$ cat src/rtl/riscvi_pkg.sv
// Shared RISC-VI pipeline definitions: funct3 codes, writeback sources,
// ValidReg bit positions, MEM-stage FSM encoding and an alignment helper.
package riscvi_pkg;

  localparam logic [2:0] F3_LB  = 3'b000;
  localparam logic [2:0] F3_LH  = 3'b001;
  localparam logic [2:0] F3_LW  = 3'b010;
  localparam logic [2:0] F3_LBU = 3'b100;
  localparam logic [2:0] F3_LHU = 3'b101;
  localparam logic [2:0] F3_SB  = 3'b000;
  localparam logic [2:0] F3_SH  = 3'b001;
  localparam logic [2:0] F3_SW  = 3'b010;

  localparam logic [1:0] REGSRC_ALU   = 2'd0;
  localparam logic [1:0] REGSRC_LOAD  = 2'd1;
  localparam logic [1:0] REGSRC_PCIMM = 2'd2;
  localparam logic [1:0] REGSRC_PC4   = 2'd3;

  localparam int VR_WRITE_RD = 0;
  localparam int VR_USE_RS1  = 1;
  localparam int VR_USE_RS2  = 2;

  typedef enum logic {
    LSU_IDLE = 1'b0,
    LSU_WAIT = 1'b1
  } lsu_state_e;

  // size is funct3[1:0]: 00 byte, 01 halfword, otherwise word
  function automatic logic is_aligned(input logic [1:0] addr_lo, input logic [1:0] size);
    case (size)
      2'b00:   return 1'b1;
      2'b01:   return ~addr_lo[0];
      default: return (addr_lo == 2'b00);
    endcase
  endfunction

endpackage

$ cat src/rtl/load_extract.sv
// Load lane select and sign/zero extension of a 32-bit read word.
// Latency: combinational. Backpressure: none.
module load_extract
  import riscvi_pkg::*;
(
  input  logic [31:0] rdata,
  input  logic [1:0]  addr_lo,
  input  logic [2:0]  funct3,
  output logic [31:0] data
);

  logic [7:0]  byte_lane;
  logic [15:0] half_lane;

  always_comb begin
    byte_lane = rdata[7:0];
    case (addr_lo)
      2'd0:    byte_lane = rdata[7:0];
      2'd1:    byte_lane = rdata[15:8];
      2'd2:    byte_lane = rdata[23:16];
      default: byte_lane = rdata[31:24];
    endcase
    half_lane = addr_lo[1] ? rdata[31:16] : rdata[15:0];

    data = rdata;
    case (funct3)
      F3_LB:   data = {{24{byte_lane[7]}}, byte_lane};
      F3_LH:   data = {{16{half_lane[15]}}, half_lane};
      F3_LBU:  data = {24'h0, byte_lane};
      F3_LHU:  data = {16'h0, half_lane};
      default: data = rdata;
    endcase
  end

endmodule

$ cat src/rtl/load_store_unit.sv
// MEM stage: drives the data-memory port, aligns loads, owns the MEM/WB register.
// Latency 1 cycle MEM->WB plus one per not-ready cycle; stalls upstream while memory is busy.
module load_store_unit
  import riscvi_pkg::*;
(
  input  logic        clk,
  input  logic        rst,
  input  logic [31:0] MEM_ALU_result,
  input  logic [31:0] MEM_rs2_data,
  input  logic [31:0] MEM_pc,
  input  logic [31:0] MEM_pc_eximm,
  input  logic [2:0]  MEM_funct3,
  input  logic        MEM_MemRead,
  input  logic        MEM_MemWrite,
  input  logic [1:0]  MEM_RegSrc,
  input  logic [4:0]  MEM_rd,
  input  logic [2:0]  MEM_ValidReg,
  output logic        dmem_req,
  output logic        dmem_we,
  output logic [31:0] dmem_addr,
  output logic [31:0] dmem_wdata,
  output logic [3:0]  dmem_be,
  input  logic        dmem_ready,
  input  logic [31:0] dmem_rdata,
  output logic        mem_stall,
  output logic [31:0] WB_rd_write_data,
  output logic [4:0]  WB_rd,
  output logic [2:0]  WB_ValidReg,
  output logic        mem_misaligned,
  output logic [31:0] mem_fault_addr
);

  lsu_state_e  state_q, state_d;
  logic        req_we_q, req_we_d;
  logic [31:0] req_addr_q, req_addr_d;
  logic [31:0] req_wdata_q, req_wdata_d;
  logic [3:0]  req_be_q, req_be_d;
  logic [31:0] wb_data_q, wb_data_d;
  logic [4:0]  wb_rd_q, wb_rd_d;
  logic [2:0]  wb_vr_q, wb_vr_d;
  logic        mis_q, mis_d;
  logic [31:0] fault_q, fault_d;

  logic        access;
  logic        aligned;
  logic [31:0] new_wdata;
  logic [3:0]  new_be;
  logic [31:0] load_data;
  logic [31:0] wb_mux;

  assign access  = (MEM_ValidReg != 3'b000) && (MEM_MemRead || MEM_MemWrite);
  assign aligned = is_aligned(MEM_ALU_result[1:0], MEM_funct3[1:0]);

  load_extract u_load_extract (
    .rdata   (dmem_rdata),
    .addr_lo (MEM_ALU_result[1:0]),
    .funct3  (MEM_funct3),
    .data    (load_data)
  );

  always_comb begin
    new_wdata = 32'h0;
    new_be    = 4'b1111;
    if (MEM_MemWrite) begin
      case (MEM_funct3[1:0])
        2'b00: begin
          new_wdata = {4{MEM_rs2_data[7:0]}};
          new_be    = 4'b0001 << MEM_ALU_result[1:0];
        end
        2'b01: begin
          new_wdata = {2{MEM_rs2_data[15:0]}};
          new_be    = 4'b0011 << MEM_ALU_result[1:0];
        end
        default: begin
          new_wdata = MEM_rs2_data;
          new_be    = 4'b1111;
        end
      endcase
    end
  end

  always_comb begin
    case (MEM_RegSrc)
      REGSRC_ALU:   wb_mux = MEM_ALU_result;
      REGSRC_LOAD:  wb_mux = load_data;
      REGSRC_PCIMM: wb_mux = MEM_pc_eximm;
      default:      wb_mux = MEM_pc + 32'd4;
    endcase
  end

  always_comb begin
    state_d     = state_q;
    req_we_d    = req_we_q;
    req_addr_d  = req_addr_q;
    req_wdata_d = req_wdata_q;
    req_be_d    = req_be_q;
    wb_data_d   = wb_data_q;
    wb_rd_d     = wb_rd_q;
    wb_vr_d     = wb_vr_q;
    mis_d       = 1'b0;
    fault_d     = fault_q;
    dmem_req    = 1'b0;
    dmem_we     = 1'b0;
    dmem_addr   = 32'h0;
    dmem_wdata  = 32'h0;
    dmem_be     = 4'h0;

    if (!rst) begin
      case (state_q)
        LSU_IDLE: begin
          if (access && aligned) begin
            dmem_req   = 1'b1;
            dmem_we    = MEM_MemWrite;
            dmem_addr  = {MEM_ALU_result[31:2], 2'b00};
            dmem_wdata = new_wdata;
            dmem_be    = new_be;
            if (!dmem_ready) begin
              state_d     = LSU_WAIT;
              req_we_d    = dmem_we;
              req_addr_d  = dmem_addr;
              req_wdata_d = dmem_wdata;
              req_be_d    = dmem_be;
            end
          end
        end
        default: begin
          // Replay the captured request so the port is stable for the whole wait.
          dmem_req   = 1'b1;
          dmem_we    = req_we_q;
          dmem_addr  = req_addr_q;
          dmem_wdata = req_wdata_q;
          dmem_be    = req_be_q;
          if (dmem_ready) begin
            state_d = LSU_IDLE;
          end
        end
      endcase
    end

    mem_stall = dmem_req & ~dmem_ready;

    if (mem_stall) begin
      wb_vr_d = 3'b000;
    end else if (access && !aligned) begin
      wb_vr_d = 3'b000;
      mis_d   = 1'b1;
      fault_d = MEM_ALU_result;
    end else begin
      wb_data_d = wb_mux;
      wb_rd_d   = MEM_rd;
      wb_vr_d   = MEM_ValidReg;
    end
  end

  always_ff @(posedge clk) begin
    if (rst) begin
      state_q     <= LSU_IDLE;
      req_we_q    <= 1'b0;
      req_addr_q  <= 32'h0;
      req_wdata_q <= 32'h0;
      req_be_q    <= 4'h0;
      wb_data_q   <= 32'h0;
      wb_rd_q     <= 5'h0;
      wb_vr_q     <= 3'h0;
      mis_q       <= 1'b0;
      fault_q     <= 32'h0;
    end else begin
      state_q     <= state_d;
      req_we_q    <= req_we_d;
      req_addr_q  <= req_addr_d;
      req_wdata_q <= req_wdata_d;
      req_be_q    <= req_be_d;
      wb_data_q   <= wb_data_d;
      wb_rd_q     <= wb_rd_d;
      wb_vr_q     <= wb_vr_d;
      mis_q       <= mis_d;
      fault_q     <= fault_d;
    end
  end

  assign WB_rd_write_data = wb_data_q;
  assign WB_rd            = wb_rd_q;
  assign WB_ValidReg      = wb_vr_q;
  assign mem_misaligned   = mis_q;
  assign mem_fault_addr   = fault_q;

endmodule

$ cat config.mk
export PLATFORM = sky130hd
export DESIGN_NAME = load_store_unit
export DESIGN_NICKNAME = d
export VERILOG_FILES = /design/src/rtl/riscvi_pkg.sv /design/src/rtl/load_extract.sv /design/src/rtl/load_store_unit.sv
export SDC_FILE = /design/constraint.sdc
export NUM_CORES = 1
export LEC_CHECK = 0
export ABC_AREA = 1
export ABC_CLOCK_PERIOD_IN_PS = 2900
export CAP_MARGIN = 25
export CORE_UTILIZATION = 51
export CTS_BUF_LIST = sky130_fd_sc_hd__clkbuf_8
export DETAILED_ROUTE_END_ITERATION = 12
export PLACE_DENSITY = 0.89
export SYNTH_ARGS = -nofsm -noshare
export SYNTH_HDL_FRONTEND = slang
export SYNTH_HIERARCHICAL = 1
export SYNTH_SLANG_ARGS = --single-unit
$ cat constraint.sdc
create_clock -name clk -period 2.9 [get_ports clk]
set_input_delay 0.435 -clock clk [delete_from_list [all_inputs] [get_ports clk]]
set_output_delay 0.435 -clock clk [all_outputs]
set_load 0.02 [all_outputs]
# Yosys cells after proc, flatten, opt, wreduce, memory -nomap -nowiden
# Index checks and enable logic that the tools add are counted.
# Widths: inputs -> output; s select.
# word_totals
wordCells,70
input_bits,178
regBits,141
out_inout_bits,144
# op_classes
n_reduce_logical,15
shifts,2
bitwise_logic,6
mux,28
eq_ne,8
n_addsub,1
# op_table
operator,n
$mux 32,7
$pmux 32 s4,1
$pmux 32 s3,1
$pmux 32 s2,1
$add 32x3->32 const B,1
$pmux 8 s3,1
$mux 16,1
$mux 4,4
$mux 1,10
$pmux 4 s2,1
$eq 2x1->1 const B,3
$eq 3x3->1 const B,2
$logic_not 2->1,3
$not 1->1,5
$eq 2x2->1 const B,2
$reduce_and 2->1,2
$shl 1x2->4 const A,1
$shl 2x2->4 const A,1
$eq 3x1->1 const B,1
$logic_and 1x1->1,3
$logic_not 3->1,1
$reduce_and 3->1,1
$reduce_bool 3->1,1
$reduce_or 3->1,1
other kinds (5),5

# Depth between registers and ports, before layout
# depth
word_depth,9
depth_mapped,14
mapped_depth_nobuf,12

# Modules after synthesis
# Netlist, hierarchy kept.
# by_module_without_submodules
mod,area_per_inst_um2,seq_area_each_um2,n_inst,cells_each
load_store_unit,8244.2,2822.7,1,1366
load_extract,858.3,0.0,1,163

# Worst setup path after synthesis
# OpenSTA, ideal clock, no wires.
# synth_path
path_type,input-to-output
startpoint,input port MEM_funct3[1]
endpoint,output port dmem_be[2]
arrival_time_ns,1.698
required_ns,2.465
path_buffers,3
slack_ns,0.767
path_stages,10
cell_sequence,buf_2 > inv_4 > o21ai_2 > nand2_2 > nand3_1 > inv_1 > buf_4 > buf_2 > nand2_1 > a21oi_1
# synth_via
elab_chain_len,6
elab_cells_between_ends,9
cone_classes,1 x eq/ne; 6 x mux; 2 x reduce/logical
# synth_rtl
element,line_no,rtl
start: declaration,load_store_unit.sv:12,"input logic [2:0] MEM_funct3,"
$eq 2x1->1 or $logic_not 2->1 (tied branches),"riscvi_pkg.sv:30, load_store_unit.sv:65",
$pmux 4 s2 or $pmux 1 s2 (tied branches),"load_store_unit.sv:65, riscvi_pkg.sv:30",
$mux 4 or $logic_and 1x1->1 (tied branches),"load_store_unit.sv:64, load_store_unit.sv:111",
$mux 4 *,load_store_unit.sv:111,if (access && aligned) begin
$mux 4 *,load_store_unit.sv:109,case (state_q)
$mux 4 *,load_store_unit.sv:108,if (!rst) begin
end: declaration,load_store_unit.sv:22,"output logic [3:0] dmem_be,"
# Mark *: on every way between the ends. The rest lies on a longest branch, timed or not.

# Worst setup path after layout
# layout_path
startpoint,input port MEM_ValidReg[0]
endpoint,output port dmem_wdata[26]
# layout_via
elab_chain_len,6
# layout_rtl
element,line_no,rtl
start: declaration,load_store_unit.sv:17,"input logic [2:0] MEM_ValidReg,"
$reduce_bool 3->1,load_store_unit.sv:51,assign access = (MEM_ValidReg != 3'b000) && (MEM_MemRead || MEM_MemWrite);
$logic_and 1x1->1,load_store_unit.sv:51,
$logic_and 1x1->1,load_store_unit.sv:111,
$mux 32,load_store_unit.sv:111,
$mux 32,load_store_unit.sv:109,
$mux 32,load_store_unit.sv:108,
end: declaration,load_store_unit.sv:21,"output logic [31:0] dmem_wdata,"
# No other way between the ends.

==> impl_metrics.ini <==
[min_path]
hp-start = rst
min_path_cells = 2
hold_class = in2reg
hold_path_end = req_wdata_q[18]$_SDFFE_PP0P_

[logic_synthesis]
ys_ff_latch = 141
synth_area_um2 = 9102
synth-async-reset-ratio = 0
yosys_most_used_dff = dfxtp_1
synth.largest_area_cell = dfxtp_1
syn_inst = 1529
synth_top_area_share = 0.3101
synth-edff-count = 0
syn_area_per_cell_um2 = 5.953
synth_cell_type_count = 40
seq_area_frac_synth = 0.3101
synthTopCellsByArea = dfxtp_1, nand2_1, a21oi_1
yosysWarnings = 6

[floorplanning]
num_io_pins = 322
dieArea_um2 = 18390
die_y_um = 135.6
start_util = 0.5244
chipWidth_um = 135.6
rows = 48
coreArea_um2 = 17360

[layout]
final_area_um2 = 12750
drive_above_1_share = 0.08415
fillers = 1503
multi_input_area_um2 = 5323
final_nets = 1996
synthToLayoutAreaGrowth_pct = 40.07
regArea_um2 = 2824
stdcell_count = 2057

[clock_tree]
cts_tree = built
cts_buffers = 17
holdBufCountCts = 0
clk_pin_slew_ns = 0.09
cts-root-buf = clkbuf_8
cts.htree.levels = 4
clk_latency_ns = 0.50
clock_tree.buffer_depth = 2
clock-sinks = 141

[route]
avgRoutedWirePerCell_um = 18.25
firstDrtPassIters = 6
drtAntennaViolNets = 0
vias = 11580
drt_wl_total_um = 37550
dr.first_iter.drc_count = 1372
remaining_drc_errors = 0
vias_per_cell = 5.629

[worst_setup_path]
path_class = in2out
rr_worst_depth = 8
timing.critical_path.fanout_max = 30
cp.arrival_ns = 2.37
rr_startpoint = state_q$_SDFF_PP0_
critPathCaptureType = output pin
r2r_setup_slack_ns = 0.98
r2r_end = WB_ValidReg[0]$_SDFF_PP0_
critPathRequiredTime_ns = 2.47
start_kind = input pin

[grt]
grt_max_degree = 76
grt_pass1_wl_um = 56300
antenna_found_initial = 2
grt_pass1_vias = 10330
grt-ovfl-total = 0
grt.total_usage = 0.4011

[job]
maxCapViolations = 0

[sta]
drv_slew = 0
worst_pin_slew_ns = 1.040
slew_headroom = 0.3054
hold_viol = 0
min_period_over_period = 0.9682
final.setup.tns_ns = 0
min_period_ns = 2.808
fmax_mhz = 356.1
rsz0062_at_grt = no
clock_skew_ns = 0.03106
finalSetupViolCount = 0

[placement]
io_buffers = 319
hpwlAfterDp_um = 28280
gp_congestion = 1.058
placed_cells = 2020
place_area_um2 = 12460

[power]
combPwrFrac = 0.309
switching_share = 0.3743
switching_power_mw = 2.113
finalPower_mw = 5.646
power.leakage_nw = 5.507
p_per_area_nw_per_um2 = 442.8
power_frac_clock = 0.312
seqPwrFrac = 0.379
peakVddDrop_uv = 364.3
intPower_mw = 3.533

[outcome]
status = complete, no violations
power groups by stage:
| stage | clock [mW] | combinational, mW | sequential, mW |
|---|---|---|---|
| 6_report | 1.76 | 1.74 | 2.14 |
| 5_1_grt | 1.84 | 1.86 | 2.16 |
| 4_1_cts | 1.76 | 1.71 | 2.14 |
| 2_1_floorplan | 0 | 0.800 | 2.28 |
| 3_3_place_gp | 0 | 1.71 | 2.17 |
| 3_5_place_dp | 0 | 1.73 | 2.18 |
routing by layer:
metal  GRT usage  up-vias  routed length [µm]
met4      0.1779        0                1549
met1      0.5116     5227               14900
li1            -     5490                   -
met2      0.6278      754               16830
met5           0        -                   0
met3      0.1107      107                4272
cells by family after synthesis:
family | count (synthesis) | share of synthesized area
other | 1 | 0.0004120
buffers and inverters | 200 | 0.1072
DFF | 141 | 0.3101
xor gates and xnor gates | 3 | 0.002887
adders and majority gates | 1 | 0.001374
AOI/OAI and AO/OA | 296 | 0.1754
and+or+nand+nor | 887 | 0.4026
critical path: stages:
cell and delay [ns]:
clkdlybuf4s50_1 0.48, nor2_1 0.08, a21oi_2 0.27, nand3_2 0.16
inv_4 0.12, buf_4 0.13, buf_12 0.17, nand2_1 0.08
a21oi_1 0.12, clkdlybuf4s15_1 0.32
layout by cell type, fill, tap and decap left out, types with 2 or more instances in the layout:
cell type	instances
o22ai_1	8
clkinv_8	5
nand3b_1	13
nor2_1	175
a22o_1	3
clkbuf_8	17
o211ai_1	2
buf_12	9
inv_6	3
inv_4	2
nand2_1	563
buf_4	43
nand4_1	2
xnor2_1	3
clkbuf_2	25
o2111ai_1	3
a21oi_1	227
inv_2	10
o21ai_0	27
clkdlybuf4s50_1	250
clkinv_4	3
nand3_2	13
a211oi_1	8
o21bai_1	3
a221oi_1	8
clkdlybuf4s15_1	4
clkinv_1	2
conb_1	2
dfxtp_1	140
nand2_2	3
dlygate4sd2_1	37
diode_2	2
a21oi_2	4
inv_1	84
nand3_1	107
inv_8	3
nor2_2	4
cell type report:
type                            instances  share of cell area
Inverter                               98             0.02924
Tap cell                              225             0.02208
Clock buffer                           17             0.01835
Antenna cell                            2           0.0003925
Timing Repair Buffer                  370              0.2755
Clock inverter                         15             0.01551
Multi-Input combinational cell       1189              0.4175
Sequential cell                       141              0.2215
how the worst max path moves through the flow:
stage / cells after the start / startpoint / to / slack [ns]
floorplan: 10 / MEM_funct3[1] / dmem_be[2] / 0.77
global placement: 9 / MEM_ValidReg[0] / dmem_wdata[21] / -0.20
detailed placement: 9 / MEM_ValidReg[0] / dmem_wdata[1] / -0.22
CTS: 10 / MEM_ValidReg[0] / dmem_addr[18] / 0.0005
global route: 10 / MEM_ValidReg[0] / dmem_wdata[26] / 0.03
finish: 10 / MEM_ValidReg[0] / dmem_wdata[26] / 0.09
state kept, by name, summed over array words and instances (netlist names):
register / count
req_wdata_q: 32
req_be_q: 4
WB_rd: 5
WB_ValidReg: 3
mem_misaligned: 1
state_q: 1
WB_rd_write_data: 32
mem_fault_addr: 32
req_we_q: 1
req_addr_q: 30
metrics by stage:
step | hold WS [ns] | utilization | setup slack (ns)
after floorplan | 0.4392 | - | 0.7667
after global placement | 0.4475 | 0.7177 | -0.1980
after detailed placement | 0.4513 | 0.7177 | -0.2233
after CTS | 0.3502 | 0.7385 | 0.0004878
after global routing | 0.3709 | 0.7346 | 0.02656
final | 0.3695 | 0.7346 | 0.09216
cells in the mapped netlist (all sizes together) (3+ instances only):
cell type / number
nand3b: 14
o2111ai: 3
o22ai: 8
a22o: 3
nor2: 180
a221oi: 8
buf: 60
clkbuf: 42
nand3: 121
o21bai: 3
inv: 96
a211oi: 8
dfxtp: 141
a21oi: 231
xnor2: 3
nand2: 567
o21ai: 29
repair_timing:
action / 4_1_cts / 5_1_grt
gates resized for setup: 71 / 56
setup endpoints to repair: 67 / 41
buffers inserted: 1 / 2
pin swaps: 0 / 2
(Power assumes the default switching activity.)
